==> src/rtl/pong_engine.sv <==
// pong_engine: Pong game core. Paddle positions, ball kinematics with
// five-zone paddle reflection, scoring and match FSM, all on CLOCK_25 and
// advanced by a one-cycle frame-rate tick.
// Optional feature macro: PONG_CPU_PLAYER_EN. When defined, paddle 2 tracks
// the ball on each tick and p2_up/p2_down are ignored.
module pong_engine #(
  parameter int FRAME_W     = 640,
  parameter int FRAME_H     = 480,
  parameter int PADDLE_W    = 8,
  parameter int PADDLE_H    = 60,
  parameter int BALL_S      = 8,
  parameter int P1_X        = 16,
  parameter int P2_X        = 616,
  parameter int PADDLE_STEP = 8,
  parameter int WIN_SCORE   = 9,
  parameter int SERVE_DELAY = 60
) (
  input  logic        CLOCK_25,
  input  logic        RESET,
  input  logic        tick,
  input  logic        p1_up,
  input  logic        p1_down,
  input  logic        p2_up,
  input  logic        p2_down,
  input  logic        btn_continue,
  input  logic        btn_pause,
  output logic [11:0] ball_x,
  output logic [11:0] ball_y,
  output logic [11:0] p1_y,
  output logic [11:0] p2_y,
  output logic [3:0]  score_1,
  output logic [3:0]  score_2,
  output logic [2:0]  state,
  output logic [1:0]  winner,
  output logic        point_pulse
);

  typedef enum logic [2:0] {
    S_IDLE   = 3'd0,
    S_PLAY   = 3'd1,
    S_PAUSED = 3'd2,
    S_POINT  = 3'd3,
    S_OVER   = 3'd4
  } state_t;

  localparam int CW = $clog2(SERVE_DELAY + 1);
  localparam logic [CW-1:0] SERVE_LAST = CW'(SERVE_DELAY - 1);

  // Unsigned position constants (register domain)
  localparam logic [11:0] BALL_X0   = 12'((FRAME_W - BALL_S) / 2);
  localparam logic [11:0] BALL_Y0   = 12'((FRAME_H - BALL_S) / 2);
  localparam logic [11:0] PAD_Y0    = 12'((FRAME_H - PADDLE_H) / 2);
  localparam logic [11:0] PAD_YMAX  = 12'(FRAME_H - PADDLE_H);
  localparam logic [11:0] STEP      = 12'(PADDLE_STEP);
  localparam logic [11:0] P1_EDGE_U = 12'(P1_X + PADDLE_W);
  localparam logic [11:0] P2_EDGE_U = 12'(P2_X - BALL_S);
  localparam logic [11:0] BX_MAX_U  = 12'(FRAME_W - BALL_S);
  localparam logic [11:0] BY_MAX_U  = 12'(FRAME_H - BALL_S);
  localparam logic [3:0]  WIN       = 4'(WIN_SCORE);

  // Signed 13-bit constants for the kinematics compare path
  localparam logic signed [12:0] P1_EDGE   = 13'(P1_X + PADDLE_W);
  localparam logic signed [12:0] P2_EDGE   = 13'(P2_X - BALL_S);
  localparam logic signed [12:0] BX_MAX    = 13'(FRAME_W - BALL_S);
  localparam logic signed [12:0] BY_MAX    = 13'(FRAME_H - BALL_S);
  localparam logic signed [12:0] BALL_SS   = 13'(BALL_S);
  localparam logic signed [12:0] BALL_HALF = 13'(BALL_S / 2);
  localparam logic signed [12:0] PAD_HS    = 13'(PADDLE_H);
  localparam logic [12:0]        ZONE_HU   = 13'(PADDLE_H / 5);

  state_t state_q, state_d;

  logic          dir_r, dir_d, serve_left;
  logic [2:0]    dx_q, dy_q;
  logic [CW-1:0] serve_cnt;

  logic signed [12:0] bxs, bys, p1s, p2s, pzs, dxs, dys, nx, ny, zoff;
  logic [11:0]        ny_w;
  logic               dird_w, hit1, hit2, hit, miss_l, miss_r, win, go;
  logic [12:0]        zq;
  logic [2:0]         zone, zdx, zdy;
  logic [3:0]         s1_inc, s2_inc;
  logic               pad_en, step_en, serve_en, clear_en;

`ifdef PONG_CPU_PLAYER_EN
  localparam logic signed [12:0] PAD_HALF  = 13'(PADDLE_H / 2);
  localparam logic signed [12:0] HALF_STEP = 13'(PADDLE_STEP / 2);
  logic signed [12:0] cpu_dlt;
  logic               cpu_up, cpu_dn;
  logic               unused_p2;
  assign unused_p2 = p2_up | p2_down;
`endif

  assign go = btn_continue && !btn_pause;

  // Clamped paddle step; up and down together cancel.
  function automatic logic [11:0] pad_move(input logic [11:0] y, input logic up,
                                           input logic dn);
    pad_move = y;
    if (up && !dn)      pad_move = (y < STEP) ? 12'd0 : y - STEP;
    else if (dn && !up) pad_move = (y + STEP > PAD_YMAX) ? PAD_YMAX : y + STEP;
  endfunction

  // Candidate ball step: walls, paddle crossings, zone and miss detection.
  always_comb begin
    bxs = signed'({1'b0, ball_x});
    bys = signed'({1'b0, ball_y});
    p1s = signed'({1'b0, p1_y});
    p2s = signed'({1'b0, p2_y});
    dxs = signed'({10'd0, dx_q});
    dys = signed'({10'd0, dy_q});
    nx  = dir_r ? bxs + dxs : bxs - dxs;
    ny  = dir_d ? bys + dys : bys - dys;

    ny_w   = ny[11:0];
    dird_w = dir_d;
    if (ny <= 13'sd0) begin
      ny_w   = 12'd0;
      dird_w = 1'b1;
    end else if (ny >= BY_MAX) begin
      ny_w   = BY_MAX_U;
      dird_w = 1'b0;
    end

    hit1 = !dir_r && (bxs >= P1_EDGE) && (nx < P1_EDGE) &&
           (bys + BALL_SS > p1s) && (bys < p1s + PAD_HS);
    hit2 = dir_r && (bxs <= P2_EDGE) && (nx > P2_EDGE) &&
           (bys + BALL_SS > p2s) && (bys < p2s + PAD_HS);
    hit    = hit1 | hit2;
    miss_l = !hit && (nx <= 13'sd0);
    miss_r = !hit && (nx >= BX_MAX);

    // Zone of the paddle the ball is travelling toward
    pzs  = dir_r ? p2s : p1s;
    zoff = bys + BALL_HALF - pzs;
    if (zoff < 13'sd0) zq = 13'd0;
    else               zq = unsigned'(zoff) / ZONE_HU;
    zone = (zq > 13'd4) ? 3'd4 : zq[2:0];
    case (zone)
      3'd0, 3'd4: begin zdx = 3'd2; zdy = 3'd2; end
      3'd1, 3'd3: begin zdx = 3'd3; zdy = 3'd1; end
      default:    begin zdx = 3'd4; zdy = 3'd0; end
    endcase

    s1_inc = (score_1 >= WIN) ? WIN : score_1 + 4'd1;
    s2_inc = (score_2 >= WIN) ? WIN : score_2 + 4'd1;
    win    = miss_l ? (s2_inc == WIN) : (s1_inc == WIN);
  end

`ifdef PONG_CPU_PLAYER_EN
  // CPU paddle: chase the ball centre with a dead band of half a step.
  always_comb begin
    cpu_dlt = bys + BALL_HALF - PAD_HALF - p2s;
    cpu_dn  = cpu_dlt > HALF_STEP;
    cpu_up  = cpu_dlt < -HALF_STEP;
  end
`endif

  // FSM state register
  always_ff @(posedge CLOCK_25) begin
    if (RESET) state_q <= S_IDLE;
    else       state_q <= state_d;
  end

  // FSM next state; pause beats continue, pause beats a same-cycle tick.
  always_comb begin
    state_d = state_q;
    case (state_q)
      S_IDLE:   if (go) state_d = S_PLAY;
      S_PLAY: begin
        if (btn_pause)                       state_d = S_PAUSED;
        else if (tick && (miss_l || miss_r)) state_d = win ? S_OVER : S_POINT;
      end
      S_PAUSED: if (go) state_d = S_PLAY;
      S_POINT:  if (tick && (serve_cnt == SERVE_LAST)) state_d = S_PLAY;
      S_OVER:   if (go) state_d = S_IDLE;
      default:  state_d = S_IDLE;
    endcase
  end

  // FSM outputs: datapath enables and the visible state code
  always_comb begin
    state    = state_q;
    pad_en   = (state_q == S_PLAY) || (state_q == S_POINT);
    step_en  = (state_q == S_PLAY) && tick && !btn_pause;
    serve_en = (state_q == S_POINT) && tick && (serve_cnt == SERVE_LAST);
    clear_en = (state_q == S_OVER) && go;
  end

  // Ticks spent waiting in POINT
  always_ff @(posedge CLOCK_25) begin
    if (RESET || state_q != S_POINT) serve_cnt <= '0;
    else if (tick)                   serve_cnt <= serve_cnt + 1'b1;
  end

  // Game datapath: paddles, ball, direction, scores
  always_ff @(posedge CLOCK_25) begin
    if (RESET) begin
      ball_x      <= BALL_X0;
      ball_y      <= BALL_Y0;
      p1_y        <= PAD_Y0;
      p2_y        <= PAD_Y0;
      dir_r       <= 1'b1;
      dir_d       <= 1'b1;
      dx_q        <= 3'd4;
      dy_q        <= 3'd0;
      score_1     <= 4'd0;
      score_2     <= 4'd0;
      winner      <= 2'd0;
      point_pulse <= 1'b0;
      serve_left  <= 1'b0;
    end else begin
      point_pulse <= 1'b0;

      if (pad_en) begin
        p1_y <= pad_move(p1_y, p1_up, p1_down);
`ifdef PONG_CPU_PLAYER_EN
        if (tick) p2_y <= pad_move(p2_y, cpu_up, cpu_dn);
`else
        p2_y <= pad_move(p2_y, p2_up, p2_down);
`endif
      end

      if (step_en) begin
        ball_y <= ny_w;
        dir_d  <= dird_w;
        if (hit) begin
          ball_x <= hit1 ? P1_EDGE_U : P2_EDGE_U;
          dir_r  <= hit1;
          dx_q   <= zdx;
          dy_q   <= zdy;
          // Outer zones force the vertical direction; the centre keeps it
          if (zone != 3'd2) dir_d <= (zone > 3'd2);
        end else if (miss_l || miss_r) begin
          ball_x      <= miss_l ? 12'd0 : BX_MAX_U;
          point_pulse <= 1'b1;
          serve_left  <= miss_l;
          if (miss_l) score_2 <= s2_inc;
          else        score_1 <= s1_inc;
          if (win) winner <= miss_l ? 2'd2 : 2'd1;
        end else begin
          ball_x <= nx[11:0];
        end
      end

      // Serve toward whoever conceded the last point
      if (serve_en) begin
        ball_x <= BALL_X0;
        ball_y <= BALL_Y0;
        dx_q   <= 3'd4;
        dy_q   <= 3'd0;
        dir_r  <= !serve_left;
      end

      if (clear_en) begin
        ball_x  <= BALL_X0;
        ball_y  <= BALL_Y0;
        p1_y    <= PAD_Y0;
        p2_y    <= PAD_Y0;
        dir_r   <= 1'b1;
        dir_d   <= 1'b1;
        dx_q    <= 3'd4;
        dy_q    <= 3'd0;
        score_1 <= 4'd0;
        score_2 <= 4'd0;
        winner  <= 2'd0;
      end
    end
  end

endmodule

==> config.mk <==
export PLATFORM = sky130hd
export DESIGN_NAME = pong_engine
export DESIGN_NICKNAME = d
export VERILOG_FILES = /design/src/rtl/pong_engine.sv
export SDC_FILE = /design/constraint.sdc
export NUM_CORES = 1
export LEC_CHECK = 0
export CAP_MARGIN = 20
export CORE_UTILIZATION = 45
export CTS_CLUSTER_DIAMETER = 200
export CTS_CLUSTER_SIZE = 28
export DETAILED_ROUTE_END_ITERATION = 8
export GPL_ROUTABILITY_DRIVEN = 1
export SLEW_MARGIN = 20
export SYNTH_ARGS = -nofsm -noshare
export SYNTH_HDL_FRONTEND = slang
export SYNTH_SLANG_ARGS = --single-unit
==> constraint.sdc <==
create_clock -name CLOCK_25 -period 7.7 [get_ports CLOCK_25]
set_clock_uncertainty 0.1 [all_clocks]
set_input_delay 1.155 -clock CLOCK_25 [delete_from_list [all_inputs] [get_ports CLOCK_25]]
set_output_delay 1.155 -clock CLOCK_25 [all_outputs]
set_load 0.05 [all_outputs]
==> impl_metrics.csv, run 1 <==
group,metric,value,unit
power,vdd.ir_drop.worst,136,uV
synthesis,synthCells,1097,
finish,area_growth,13.1,%
drt,routed-via-count,8344,
drt,firstDrtPassIters,5,
synthesis,synth_area_per_cell,7.74,um2
worst_setup_path,path_cells,"o21ai_0 -> ha_1 -> inv_1 -> ha_1 -> a211oi_2 -> o211ai_2 -> mux2_4 -> or2_1 -> and3_1 -> o21ai_1 -> nand4_1 -> nand2_1 -> o211ai_1 -> a211oi_4 -> o221ai_2 -> nand2b_1 -> o311a_1",
placement,place_inst,1360,
floorplan,die_area,0.0194,mm2
cts,cts_hold_buf,0,
power,p_leak,3.95,nW
grt,antenna_found_initial,0,
sta,setup-tns-final,0,ns
finish,num-nets-final,1267,
worst_setup_path,end_kind,"flip-flop",
synthesis,synth-edff-count,0,
power,cell_internal_pwr,1.14,mW
worst_setup_path,worstPathMaxFanout,19,
min_path,min_from,"serve_left",
worst_setup_path,crit_path_frequent_cell,"ha_1",
sta,hold_viol_final,0,
cts,cts-root-buf,"clkbuf_16",
synthesis,synth_cell_types,104,
placement,place_ws,2.13,ns
power,p_per_area,224,mW/mm2
power,combPwrFrac,59.7,%
sta,drv_slew,0,
cts,cts_tree,"built",
synthesis,yosys.area.top_type,"dfxtp_1",
placement,globalplace.congestion,0.891,
cts,cts_buffer_depth,2,
sta,tightestPinTransition,1.00,ns
grt,overflow,0,
finish,fin_util,52.7,%
synthesis,yosys_warnings,0,
cts,clock_latency,0.34,ns
floorplan,fp.coreArea,0.0182,mm2
sta,rsz0062_at_grt,"no",
cts,clock-sinks,73,
worst_setup_path,cpMaxStageDelayCell,"dfxtp_1",
floorplan,io_pins,71,
run,cap_violations,0,
power,switching_share,47.0,%
finish,antennaDiodeCount,0,
finish,instances_no_fill,1376,
drt,wl,24.8,mm
cts,cts_resized,0,
finish,final_common_cell,"nor2_1",
cts,post-cts-setup-buffers,0,
grt,grt_start_max_net_pins,32,
placement,placed_cell_area,0.00930,mm2
floorplan,fp.dieH,139,um
synthesis,synthTopCellsByArea,"dfxtp_1 (17%), ha_1 (17%), a21oi_1 (5.7%)",
power,power.switching,1.01,mW
finish,drive_gt1_share,6.28,%
synthesis,async_reset_ff_share,0,%
synthesis,synthFlopType,"dfxtp_1",
synthesis,synth_area,0.00849,mm2
floorplan,start_util,46.6,%
worst_setup_path,critical_path_class,"reg -> reg",
finish,fillers,1817,
worst_setup_path,worstPathRequired,7.83,ns
sta,final.period_utilization,73.4,%
placement,port_buffers,68,
grt,gr-usage-all-layers,25.6,%
worst_setup_path,critPathLaunchType,"flip-flop",
sta,fin_crit,5.65,ns
sta,slew_headroom,33.0,%
floorplan,std_cell_rows,49,
sta,setup_ws,2.05,ns
synthesis,synth_top_area_share,17.2,%
drt,vias_per_cell,6.06,
grt,grt_pass1_wl,40.1,mm
drt,post-route-drc-count,0,
drt,drtIter0Drc,542,
drt,final_antenna_net_count,0,
drt,post_drt_wl_per_cell,18.0,um
worst_setup_path,critPathMaxStageDelay,0.88,ns
worst_setup_path,crit_arrival,5.78,ns
sta,fmax,177,MHz
power,power_frac_seq,20.5,%
grt,grt_pass1_vias,7648,
min_path,min_path_type,"reg -> reg",
worst_setup_path,setup.worst_path.start,"dir_r",
worst_setup_path,timing.rr.start,"dir_r",
finish,fin_area,0.00960,mm2
finish,layout_common_cells,"nor2_1 (114), ha_1 (113), a21oi_1 (96)",
cts,htree_levels,3,
synthesis,seq_area_frac_synth,17.2,%
power,p_clk_share,19.8,%
run_status,status,"finished clean",
synthesis,synth_seq_cells,73,
floorplan,die-width,139,um
cts,cts_buffers,9,
cts,clkTransAtPathRegs,0.06,ns
placement,hpwl,19.1,mm
sta,setup_viol,0,
-- worst max-delay path, delay by kind of cell, from the launching register on --
| kind | cells | cell delay (ns) |
|---|---|---|
| flip-flops | 1 | 0.88 |
| AND/OR/NAND/NOR | 5 | 1.38 |
| multiplexers | 1 | 0.35 |
| AO/OA/AOI/OAI | 8 | 2.08 |
| buffers and inverters | 1 | 0.06 |
| adder cells (fa/ha/maj) | 2 | 0.69 |
-- stage by stage --
step / hold slack, ns / power (mW)
after floorplan: 0.334 / 1.51
after global placement: 0.356 / 1.72
final: 0.387 / 2.15
after CTS: 0.393 / 2.15
after global routing: 0.412 / 2.30
after detailed placement: 0.362 / 1.72
-- flip-flops by register name, summed over array words and instances, names as in the netlist --
signal       cells
score_2          4
dir_r            1
ball_y          12
serve_cnt        6
ball_x          12
winner           2
point_pulse      1
p1_y            11
state            3
score_1          4
dir_d            1
dy_q             1
serve_left       1
dx_q             3
p2_y            11
-- metal layers --
layer	wire length (um)	GRT usage, %	vias up
met4	204	5.38	0
met3	1200	3.89	18
met1	11600	34.5	3949
met5	0	0	-
li1	-	-	4181
met2	11700	43.1	196
-- final timing paths --
path | to | slack, ns | cells past startpoint
worst max-delay path | dx_q[1] | 2.05 | 17
worst min-delay path | serve_left | 0.39 | 2
worst min register to register | serve_left | 0.39 | 2
worst max register to register | dx_q[1] | 2.05 | 17
-- power by group through the flow --
| stage | clock network [mW] | registers, mW | logic, mW |
|---|---|---|---|
| global route | 0.452 | 0.444 | 1.40 |
| finish | 0.426 | 0.441 | 1.28 |
| floorplan | 0 | 0.476 | 1.03 |
| CTS | 0.434 | 0.440 | 1.27 |
| detailed placement | 0 | 0.448 | 1.27 |
| global placement | 0 | 0.449 | 1.27 |
-- cell usage after synthesis, types with 5 or more instances --
library cell	n
nand2_1	69
o21a_1	11
a211oi_1	10
a41oi_1	5
o211ai_1	13
a21oi_1	96
mux2_2	5
nor4_1	13
nand2b_1	17
nor3_1	32
ha_1	113
or3_1	10
a31oi_1	9
o31ai_1	6
o21ai_0	60
o22ai_1	5
nand4_1	23
a21o_1	14
nand3_1	39
o21ai_1	5
buf_2	6
nor2_1	114
nand4b_1	5
xnor2_1	46
a22oi_1	14
a221o_1	5
and3_1	10
clkbuf_1	25
a211o_1	7
or2_2	5
mux2i_1	15
xor2_1	17
nor2b_1	7
and2_1	10
dfxtp_1	73
inv_1	63
-- area by class of cell --
type	count	area (um2)	area share [%]
Clock buffer	10	229	2.38
Clock inverter	6	66.3	0.691
Inverter	64	240	2.50
Multi-Input combinational cell	923	6620	68.9
Sequential cell	73	1460	15.2
Tap cell	229	287	2.98
Timing Repair Buffer	71	703	7.32
-- cell families (layout without fill, tap and decap cells) --
logic type	after synthesis	in the layout	share of synthesized area, %
muxes	22	22	2.79
xor gates and xnor gates	63	63	6.50
and+or+nand+nor	387	387	23.5
AOI/OAI and AO/OA	332	332	27.6
DFF	73	73	17.2
other	2	3	0.0885
adders and majority gates	116	116	17.4
buffers and inverters	102	151	4.97
Power figures use the tool's default switching activity.
==> inputs of run 2 (changes only) <==
Clock period 7.7 ns to 5.6 ns, I/O delays scaled along.
==> impl_metrics.csv, run 2 (same netlist as run 1, synthesis figures left out) <==
group,metric,value,unit
floorplan,fp.coreArea,0.0182,mm2
grt,grt_pass1_wl,41.3,mm
power,power.switching,1.40,mW
sta,fin_crit,5.26,ns
cts,cts_tree,"built",
cts,post-cts-setup-buffers,0,
drt,routed-via-count,8551,
placement,hpwl,20.0,mm
worst_setup_path,worstPathRequired,5.69,ns
power,power.total,3.02,mW
worst_setup_path,critical_path_class,"reg -> reg",
finish,instances_no_fill,1409,
worst_setup_path,end_kind,"flip-flop",
floorplan,die-width,139,um
finish,area_growth,16.2,%
worst_setup_path,worstPathMaxFanout,9,
cts,htree_levels,3,
grt,overflow,0,
sta,setup_viol,0,
placement,globalplace.congestion,0.940,
finish,drive_gt1_share,8.98,%
sta,final.period_utilization,93.9,%
finish,fillers,1751,
cts,cts_buffer_depth,2,
drt,post-route-drc-count,0,
sta,tightestPinTransition,0.936,ns
power,switching_share,46.5,%
grt,antenna_found_initial,0,
floorplan,io_pins,71,
worst_setup_path,reg2reg_depth,17,
run_status,status,"finished clean",
grt,grt_pass1_vias,7748,
drt,vias_per_cell,6.07,
worst_setup_path,critPathLaunchType,"flip-flop",
drt,final_antenna_net_count,0,
power,combPwrFrac,60.6,%
power,p_leak,4.11,nW
cts,cts_hold_buf,0,
cts,clock-sinks,73,
cts,clkTransAtPathRegs,0.06,ns
power,cell_internal_pwr,1.61,mW
power,vdd.ir_drop.worst,192,uV
finish,antennaDiodeCount,0,
floorplan,std_cell_rows,49,
sta,hold_viol_final,0,
floorplan,die_area,0.0194,mm2
finish,fin_area,0.00986,mm2
cts,cts_resized,0,
sta,setup-tns-final,0,ns
sta,fmax,190,MHz
grt,gr-usage-all-layers,26.5,%
drt,firstDrtPassIters,8,
finish,num-nets-final,1300,
cts,clock_latency,0.35,ns
drt,wl,25.8,mm
power,p_per_area,306,mW/mm2
worst_setup_path,timing.rr.start,"p1_y[3]",
grt,grt_start_max_net_pins,32,
finish,top_regs,"ball_x: 12 flops, ball_y: 12 flops",
floorplan,fp.dieH,139,um
sta,rsz0062_at_grt,"no",
finish,layout_common_cells,"nor2_1 (114), ha_1 (113), a21oi_1 (96)",
cts,cts_buffers,9,
drt,post_drt_wl_per_cell,18.3,um
sta,slew_headroom,37.4,%
worst_setup_path,rrSetupSlack,0.34,ns
worst_setup_path,worstSetupEndpoint,"ball_x[9]",
finish,final_common_cell,"nor2_1",
floorplan,start_util,46.6,%
run,cap_violations,0,
drt,drtIter0Drc,523,
worst_setup_path,crit_arrival,5.35,ns
sta,drv_slew,0,
placement,port_buffers,68,
min_path,min_path_type,"reg -> reg",
power,p_clk_share,20.0,%
sta,hold-worst-slack,0.361,ns
placement,placed_cell_area,0.00955,mm2
worst_setup_path,setup.worst_path.start,"p1_y[3]",
cts,cts-root-buf,"clkbuf_16",
placement,place_inst,1393,
worst_setup_path,r2r_end,"ball_x[9]",
power,power_frac_seq,19.5,%
[run 2: cell count changes in the layout (fill, tap and decap cells not counted)]
cell | previous run | this run
buf_4 | 3 | 36
clkinv_2 | 2 | 0
clkinvlp_4 | 0 | 2
clkbuf_8 | 0 | 1
clkinv_4 | 2 | 1
dfxtp_1 | 73 | 72
dfxtp_2 | 0 | 1
[run 2: cell type report]
cell class | instances | area [um2] | share of cell area, %
multi-input combinational | 923 | 6620 | 67.1
inverter | 64 | 240 | 2.44
clock buffer | 11 | 243 | 2.46
timing repair buffer | 104 | 951 | 9.64
tap | 229 | 287 | 2.91
sequential | 73 | 1460 | 14.8
clock inverter | 5 | 62.6 | 0.634
[run 2: worst min path at each step]
stage	cells after the start	start	endpoint	slack (ns)
floorplan	2	serve_left	serve_left	0.33
global placement	2	serve_left	serve_left	0.35
detailed placement	2	serve_left	serve_left	0.36
CTS	2	serve_left	serve_left	0.37
global route	2	serve_left	serve_left	0.41
finish	2	serve_left	serve_left	0.36
[run 2: through the flow]
stage | util (%) | setup slack, ns
2_1_floorplan | - | 0.817
3_3_place_gp | 52.4 | 0.377
3_5_place_dp | 52.4 | 0.239
4_1_cts | 54.1 | 0.225
5_1_grt | 54.2 | 0.0398
6_report | 54.2 | 0.344
[run 2: metal layers]
metal  wire length, um  global-route usage [%]
met5                 0                       0
met3              1650                    5.13
met4               538                    7.43
met1             12100                    35.6
met2             11500                    42.9
[run 2: power by group through the flow]
stage	registers (mW)	clock network [mW]	logic (mW)
after floorplan	0.654	0	1.42
after global placement	0.599	0	1.80
after detailed placement	0.598	0	1.80
after CTS	0.586	0.615	1.81
after global routing	0.590	0.636	1.98
final	0.587	0.603	1.83
[run 2: worst max-delay path: stages (launching register included)]
cell	delay, ns
dfxtp_1	0.58
inv_1	0.26
ha_1	0.29
a21oi_1	0.29
nand3_1	0.14
xnor2_1	0.14
ha_1	0.30
a21o_1	0.19
a211o_1	0.29
a311oi_1	0.30
nand3_1	0.13
a211oi_1	0.57
a41oi_1	0.29
nand2b_1	0.32
or3b_1	0.36
nor2_1	0.21
nor2_1	0.26
a21oi_1	0.09
==> RTL edit, RTL diff (flow settings as in run 1) <==
The parameter `SERVE_DELAY` goes from 60 to 90.
--- a/src/rtl/pong_engine.sv
+++ b/src/rtl/pong_engine.sv
@@ -14,5 +14,5 @@
   parameter int PADDLE_STEP = 8,
   parameter int WIN_SCORE   = 9,
-  parameter int SERVE_DELAY = 60
+  parameter int SERVE_DELAY = 90
 ) (
   input  logic        CLOCK_25,
Formal check against the unedited RTL: same outputs for any inputs over 4 cycles, from zero or initial values and one cycle with RESET high; that may be too few to reach the edited logic, so the function may still have changed.
==> RTL edit against run 1 <==
Setup slack worse by 0.075 ns; final area grew 0.26%; utilization rose by 0.14 points; sequential share of layout area increased by 0.17 points; routed wire length rose by 3.0%; area after synthesis about the same; die area about the same; sequential cell count up 1.
Power is not compared: it rests on default switching activity, and its combinational part moved more than twofold at a synthesized area within 25%.
==> RTL edit: results (changes against run 1) <==
** Placement
- The placer's final routability congestion estimate came to 0.931 (was 0.891).
- The placement-stage worst setup slack was 1.99 ns (was 2.13 ns).
- Placed inst area :: 0.00932 mm2 (was 0.00930 mm2)

** Final layout
- Layout net count :: 1305 (was 1267)
- Fraction of final layout cells sized beyond drive strength 1 :: 0.0524 (was 0.0628)
- Largest registers ranked by flip-flop count: ball_x x12, ball_y x12 (unchanged).
- The fill cell instance count of the final layout is 1789 (was 1817).
- Final cell count without fillers :: 1413 (was 1376)

** Routing
- The aggregate routed wire length came to 25500 um (was 24800 um).
- The count of vias placed by the detailed router is 8559 (was 8344).

** Global routing
- The largest net degree at the start of global routing is 33 (was 32).
- Global-route wire length before repair :: 41200 um (was 40100 um)
- Met2 capacity usage during global routing :: 0.410 (was 0.431)
- Via count of the first global-routing pass :: 7737 (was 7648)
- Global-route track usage on met3 :: 0.0299 (was 0.0389)
- The global-route met1 utilization came to 0.381 (was 0.345).
- Total Routing Usage GR :: 0.264 (was 0.256)

** Synth
- Seq/Total Area, Yosys :: 0.174 (was 0.172)
- Synth top cells by count: sky130_fd_sc_hd__nor2_1 (122), sky130_fd_sc_hd__ha_1 (114), sky130_fd_sc_hd__a21oi_1 (92) (was sky130_fd_sc_hd__nor2_1 (114), sky130_fd_sc_hd__ha_1 (113), sky130_fd_sc_hd__a21oi_1 (96)).
- Share of synthesized registers carrying an async set or reset :: 0 (unchanged)
- Top post-synthesis cells by area: sky130_fd_sc_hd__dfxtp_1 (17%), sky130_fd_sc_hd__ha_1 (17%), sky130_fd_sc_hd__a21oi_1 (5.4%), sky130_fd_sc_hd__nor2_1 (5.4%), sky130_fd_sc_hd__xnor2_1 (4.6%) (was sky130_fd_sc_hd__dfxtp_1 (17%), sky130_fd_sc_hd__ha_1 (17%), sky130_fd_sc_hd__a21oi_1 (5.7%), sky130_fd_sc_hd__nor2_1 (5.0%), sky130_fd_sc_hd__xnor2_1 (4.7%)).
- Synth cell types :: 91 (was 104)
- The mean instance size in the synthesized netlist is 7.49 um2 (was 7.74 um2).

** Worst hold path
- The worst-case hold path end point was serve_cnt[5] (was serve_left).
- The beginning of the worst hold path was serve_cnt[5] (was serve_left).

** Power and ir drop
- The clock network consumes a total of 0.442 mW.
- VDD sags by at most approximately 0.000095 V.

** Worst setup path
- The depth of the most critical reg-to-reg path came to 16 (was 17).
- The worst-path maximum fanout was 20 (was 19).
- Critical Path Max Stage Delay :: 0.95 ns (was 0.88 ns)
- The arrival time reported for the critical path endpoint is 5.86 ns (was 5.78 ns).

** Timing
- The transition time at the pin with the least slew margin was 0.956 ns (was 1.00 ns).
- WHS :: 0.408 ns (was 0.387 ns)
- The minimum clock period is 5.73 ns (was 5.65 ns).

** Status
- Status :: finished clean (unchanged)
## RTL edit: cell types whose count changed after synthesis, sizes merged, moves of 5 or more
cell / delta
nand2: +15
o21ai: +15
or3: +10
inv: -8
a22oi: -7
nor2: +7
nor2b: +6
o21a: +6
a21oi: -5
nand2b: +5
nand3: +5
o31ai: +5
## RTL edit: cell families after synthesis
kind of cell,share of synthesized area
fa+ha+maj,0.175
simple gates,0.249
xor+xnor,0.0658
buf+inv,0.0464
other cells,0.000884
compound gates,0.260
mux,0.0284
flops,0.174
## RTL edit: layer usage
metal / wire length (um) / vias up
met2: 11100 / 272
met1: 12500 / 3978
met4: 493 / 0
li1: - / 4276
met5: 0 / -
met3: 1390 / 33
## RTL edit: layout make-up
cell class	instances	area, um2	area share
clock buffers	11	243	0.0252
clock inverters	5	62.6	0.00650
inverters	58	218	0.0226
multi-input cells	964	6630	0.688
flip-flops and latches	74	1480	0.154
well taps	229	287	0.0298
repair buffers	72	711	0.0738
